File: src/rtl/fir_mac_banked.sv
// Time-multiplexed FIR: one MAC walks a circular delay line against one of
// NBANK runtime-writable coefficient banks, then rounds and saturates.
module fir_mac_banked #(
    parameter int DW    = 16,
    parameter int CW    = 16,
    parameter int TAPS  = 32,
    parameter int NBANK = 4,
    parameter int FRAC  = 15,
    localparam int BW   = (NBANK > 1) ? $clog2(NBANK) : 1,
    localparam int AW   = $clog2(TAPS)
) (
    input  logic          clk,
    input  logic          rst,
    input  logic          smpl_vld,
    input  logic [DW-1:0] smpl_in,
    input  logic [BW-1:0] bank_sel,
    output logic          busy,
    input  logic          cff_we,
    input  logic [BW-1:0] cff_bank,
    input  logic [AW-1:0] cff_addr,
    input  logic [CW-1:0] cff_wdata,
    output logic [DW-1:0] smpl_out,
    output logic          smpl_out_vld,
    output logic          sat_flag,
    output logic          ovr_err,
    output logic          cff_err
);

    localparam int PW   = DW + CW;
    localparam int ACCW = DW + CW + AW;

    localparam logic [AW-1:0] LAST = AW'(TAPS - 1);
    localparam logic signed [ACCW-1:0] HALF =
        {{(ACCW-1){1'b0}}, 1'b1} << (FRAC - 1);
    localparam logic [DW-1:0] POS_MAX = {1'b0, {(DW-1){1'b1}}};
    localparam logic [DW-1:0] NEG_MIN = {1'b1, {(DW-1){1'b0}}};

    typedef enum logic [1:0] {
        IDLE,
        FILL,
        MAC,
        OUT
    } state_t;

    state_t state;

    logic signed [CW-1:0] cmem  [NBANK][TAPS];
    logic signed [DW-1:0] dline [TAPS];

    logic [AW-1:0] wp;
    logic [AW-1:0] rp;
    logic [AW-1:0] idx;
    logic [AW-1:0] cnt;
    logic [BW-1:0] bank;

    logic signed [CW-1:0]   coef;
    logic signed [DW-1:0]   tap;
    logic signed [PW-1:0]   prod;
    logic signed [ACCW-1:0] acc;
    logic signed [ACCW-1:0] shf;

    logic wr_hit;
    logic wr_ok;
    logic fits;

    function automatic logic [AW-1:0] nxt(input logic [AW-1:0] a);
        return (a == LAST) ? '0 : a + 1'b1;
    endfunction

    function automatic logic [AW-1:0] prv(input logic [AW-1:0] a);
        return (a == '0) ? LAST : a - 1'b1;
    endfunction

    // The bank being filtered is frozen for the whole computation.
    assign wr_hit = busy && (cff_bank == bank);
    assign wr_ok  = cff_we && !wr_hit
                 && (int'(cff_bank) < NBANK)
                 && (int'(cff_addr) < TAPS);

    assign prod = PW'(coef) * PW'(tap);
    assign shf  = (acc + HALF) >>> FRAC;

    // Result fits when every bit above the sign position matches it.
    assign fits = (&shf[ACCW-1:DW-1]) | ~(|shf[ACCW-1:DW-1]);

    always_ff @(posedge clk) begin
        if (wr_ok) begin
            cmem[cff_bank][cff_addr] <= cff_wdata;
        end
        coef <= cmem[bank][idx];
    end

    always_ff @(posedge clk) begin
        if (rst) begin
            state        <= IDLE;
            busy         <= 1'b0;
            smpl_out     <= '0;
            smpl_out_vld <= 1'b0;
            sat_flag     <= 1'b0;
            ovr_err      <= 1'b0;
            cff_err      <= 1'b0;
            wp           <= '0;
            rp           <= '0;
            idx          <= '0;
            cnt          <= '0;
            bank         <= '0;
            acc          <= '0;
            tap          <= '0;
            for (int i = 0; i < TAPS; i++) begin
                dline[i] <= '0;
            end
        end else begin
            smpl_out_vld <= 1'b0;
            sat_flag     <= 1'b0;

            if (cff_we && wr_hit) begin
                cff_err <= 1'b1;
            end
            if (smpl_vld && busy) begin
                ovr_err <= 1'b1;
            end

            unique case (state)
                IDLE: begin
                    if (smpl_vld) begin
                        dline[wp] <= smpl_in;
                        bank      <= bank_sel;
                        rp        <= wp;
                        idx       <= '0;
                        busy      <= 1'b1;
                        state     <= FILL;
                    end
                end
                FILL: begin
                    acc   <= '0;
                    tap   <= dline[rp];
                    rp    <= prv(rp);
                    idx   <= nxt(idx);
                    cnt   <= '0;
                    state <= MAC;
                end
                MAC: begin
                    acc <= acc + {{AW{prod[PW-1]}}, prod};
                    tap <= dline[rp];
                    rp  <= prv(rp);
                    idx <= nxt(idx);
                    cnt <= nxt(cnt);
                    if (cnt == LAST) begin
                        state <= OUT;
                    end
                end
                OUT: begin
                    if (fits) begin
                        smpl_out <= shf[DW-1:0];
                    end else begin
                        smpl_out <= shf[ACCW-1] ? NEG_MIN : POS_MAX;
                    end
                    sat_flag     <= !fits;
                    smpl_out_vld <= 1'b1;
                    wp           <= nxt(wp);
                    busy         <= 1'b0;
                    state        <= IDLE;
                end
                default: state <= IDLE;
            endcase
        end
    end

endmodule
File: config.mk
export PLATFORM = sky130hd
export DESIGN_NAME = fir_mac_banked
export DESIGN_NICKNAME = d
export VERILOG_FILES = /design/src/rtl/fir_mac_banked.sv
export SDC_FILE = /design/constraint.sdc
export NUM_CORES = 2
export LEC_CHECK = 0
export CAP_MARGIN = 20
export CORE_MARGIN = 4
export CORE_UTILIZATION = 60
export DETAILED_ROUTE_END_ITERATION = 12
export PLACE_DENSITY = 0.79
export SYNTH_ARGS = -nofsm -noshare
export SYNTH_HDL_FRONTEND = slang
export SYNTH_SLANG_ARGS = --single-unit
File: constraint.sdc
create_clock -name clk -period 11.04 [get_ports clk]
set_clock_uncertainty 0.1 [all_clocks]
set_input_delay 2.208 -clock clk [delete_from_list [all_inputs] [get_ports clk]]
set_output_delay 2.208 -clock clk [all_outputs]
set_load 0.005 [all_outputs]
==> impl_metrics.ini <==
[sta]
fin_crit_sh_pct = 82.9
final_max_slew_viol_count = 0
finalSetupTns_ns = 0
relSlewSlack_pct = 15.9
period_minus_slack_ns = 9.15
setup_viol = 0
tightest_slew_ns = 1.26
fmax_mhz = 109
hold_ws_ns = 0.384
finalHoldViolations = 0
rsz0062_at_grt = no

[worst_setup_path]
crit_path_max_fanout = 17
crit_path_start_kind = register
rr_worst_depth = 29
worst-setup-path-type = reg2reg
crit_end = acc[36]
cp.arrival_ns = 9.81
rr_endpoint = acc[36]
slowest_delay_ns = 0.73
regToRegSetupSlack_ns = 1.89
crit_top_cell = fa_1
startpoint = tap[1]
slowest_stage = dfxtp_1
r2r_start = tap[1]
cp-end-kind = register
cp.required_ns = 11.70

[clocking]
tritoncts = done
cts.sinks = 2676
path_clk_slew_ns = 0.07
post-cts-setup-buffer-count = 0
cts_resized = 0
root_buffer = clkbuf_16
cts_buffers = 281
clock_path_buffers = 4
htreeDepth = 5
cts_hold_buffers = 0
clock_latency_ns = 0.94

[power]
p_clk_share_pct = 21.5
swShare_pct = 39.5
leakage_nw = 43.6
internal_power_w = 0.0252
comb_power_share_pct = 50.0
p_sw_w = 0.0165
pwr-share-seq_pct = 28.5
power.total_w = 0.0416
pwr_density_cell_nw_per_um2 = 318
peakVddDrop_mv = 0.882

[global_route]
grt-busiest-layer = met2
grt.overflow.total = 0
met2_usage_pct = 45.9
grt_max_degree = 136
globalRouteMet3Util_pct = 6.10
track_usage_pct = 29.3
antenna_found_initial = 23
grt_pass1_wl_mm = 435
grt_pass1_vias = 62900
grt_use_met1_pct = 41.8

[drt]
vias_per_cell = 6.56
postRouteAntennaNets = 0
drt_iter0_drc = 9060
wl_per_cell_um = 31.5
vias = 61600
firstDrtPassIters = 6
drc_errors = 0
totalWireLength_mm = 296

[run]
cap_violations = 0

[layout]
syn2layout_area_growth_pct = 11.0
final_nets = 7004
final_area_um2 = 131000
utilization_pct = 67.1
fill_cells = 12100
drive_gt1_share_pct = 23.0

[placement]
dpl.hpwl_mm = 166
gp_congestion = 0.877
io_buffers = 65
placed_area_um2 = 122000

[synthesis]
yosysTopAreaCellShare_pct = 65.3
synth-edff-count = 2560
yosysWarnings = 0
syn_inst = 6346
syn-cell-area_um2 = 118000
avgSynthCellArea_um2 = 18.6
postSynth.asyncResetShare_pct = 0
synth_nets = 6788
synth-seq-cells = 2676
synth_top_area_cell = edfxtp_1
yosysSeqAreaShare_pct = 67.2
yosys.cell_types.count = 76
ys.flop_type = edfxtp_1
synth_top_cells_by_area = edfxtp_1 65%, mux4_2 16%, fa_1 4.5%

[floorplan]
rows = 162
die_area_um2 = 203000
start_util_pct = 60.4
die_h_um = 451
die_w_um = 451
core-area_um2 = 195000
ioPinCount = 66

[worst_hold_path]
hold_class = reg2reg

[outcome]
status = complete, no violations
power by group through the flow:
stage,Clock (W),Combinational (W),Sequential (W)
5_1_grt,0.00949,0.0233,0.0119
3_5_place_dp,0,0.0206,0.0121
3_3_place_gp,0,0.0202,0.0120
6_report,0.00895,0.0208,0.0119
4_1_cts,0.00901,0.0207,0.0119
2_1_floorplan,0,0.0160,0.0117
cell families (layout without fill, tap and decap cells):
group,Yosys count,in the layout,synth area share [%]
compound gates,290,290,1.65
xor+xnor,81,81,0.602
fa+ha+maj,397,397,5.89
buf+inv,686,1089,2.26
flops,2676,2676,67.2
mux,872,872,16.3
other cells,0,9,0
simple gates,1344,1344,6.08
how the worst min path moves through the flow:
stage,end,from,cells after the start
2_1_floorplan,acc[11],acc[11],2
3_3_place_gp,ovr_err,ovr_err,2
5_1_grt,smpl_out[15],smpl_out[15],2
3_5_place_dp,acc[11],acc[11],2
4_1_cts,acc[11],acc[11],2
6_report,acc[11],acc[11],2
worst max-delay path: cells and delay by family, from the launching register on:
family	cells	cell delay, ns
flops	1	0.73
fa+ha+maj	8	3.62
simple gates	7	1.64
compound gates	10	2.64
buf+inv	3	0.15
mux	1	0.12
layout by cell type, fill, tap and decap left out, types with 13 or more instances in the layout:
cell / count
clkbuf_16: 288
nor2_1: 283
xor2_1: 17
xnor2_1: 64
a211oi_1: 35
a21o_1: 27
a22oi_1: 18
edfxtp_1: 2560
a21oi_1: 81
mux2_2: 17
ha_1: 133
nand2_1: 212
inv_1: 319
fa_1: 263
nand3_1: 25
clkinv_2: 35
nor3_1: 20
nor2b_1: 13
o21ai_0: 41
clkdlybuf4s50_1: 48
nand4_1: 13
buf_4: 237
mux2i_1: 23
clkbuf_1: 60
mux4_2: 831
bufinv_16: 15
and2_1: 641
or2_2: 36
clkinv_1: 54
dfxtp_1: 107
nand2b_1: 18
through the flow:
stage                     cells  worst slack (ns)
final                      9382              1.89
after floorplan            6346              2.95
after global routing       9375              1.39
after detailed placement   8895              2.07
after CTS                  9365              2.03
after global placement     8893              2.19
sequential cells by signal, indices dropped and copies added (netlist names), 2 cells and up, named ones only:
register / count
cmem: 2048
dline: 512
acc: 37
coef: 16
smpl_out: 16
tap: 16
cnt: 5
idx: 5
rp: 5
wp: 5
bank: 2
state: 2
cells in the mapped netlist (all sizes together) (9+ instances only):
library cell	n
edfxtp	2560
mux4	831
and2	641
inv	319
nor2	290
fa	263
clkbuf	253
nand2	222
ha	134
dfxtp	116
buf	114
a21oi	81
xnor2	64
o21ai	46
a211oi	44
or2	36
nor3	28
a21o	27
nand3	25
mux2i	24
nand2b	20
a22oi	18
mux2	17
xor2	17
nand4	15
nor2b	13
or3	10
o21a	9
layout make-up:
class	instances	area, um2	share of cell area (%)
flip-flops and latches	2676	79200	60.6
clock buffers	353	7490	5.73
well taps	2624	3280	2.51
repair buffers	300	2590	1.98
multi-input cells	2984	36000	27.5
diodes	9	22.5	0.0172
inverters	319	1200	0.916
clock inverters	117	941	0.720
metal layers:
layer  routed length (um)  share of wire, %  vias up
li1                     -                 -    25000
met1               108000                37    31800
met2               144000                49     4150
met3                32500                11      648
met4                10900               3.7       18
met5                  107             0.036        -
No activity file was read; power rests on OpenSTA's default activity.
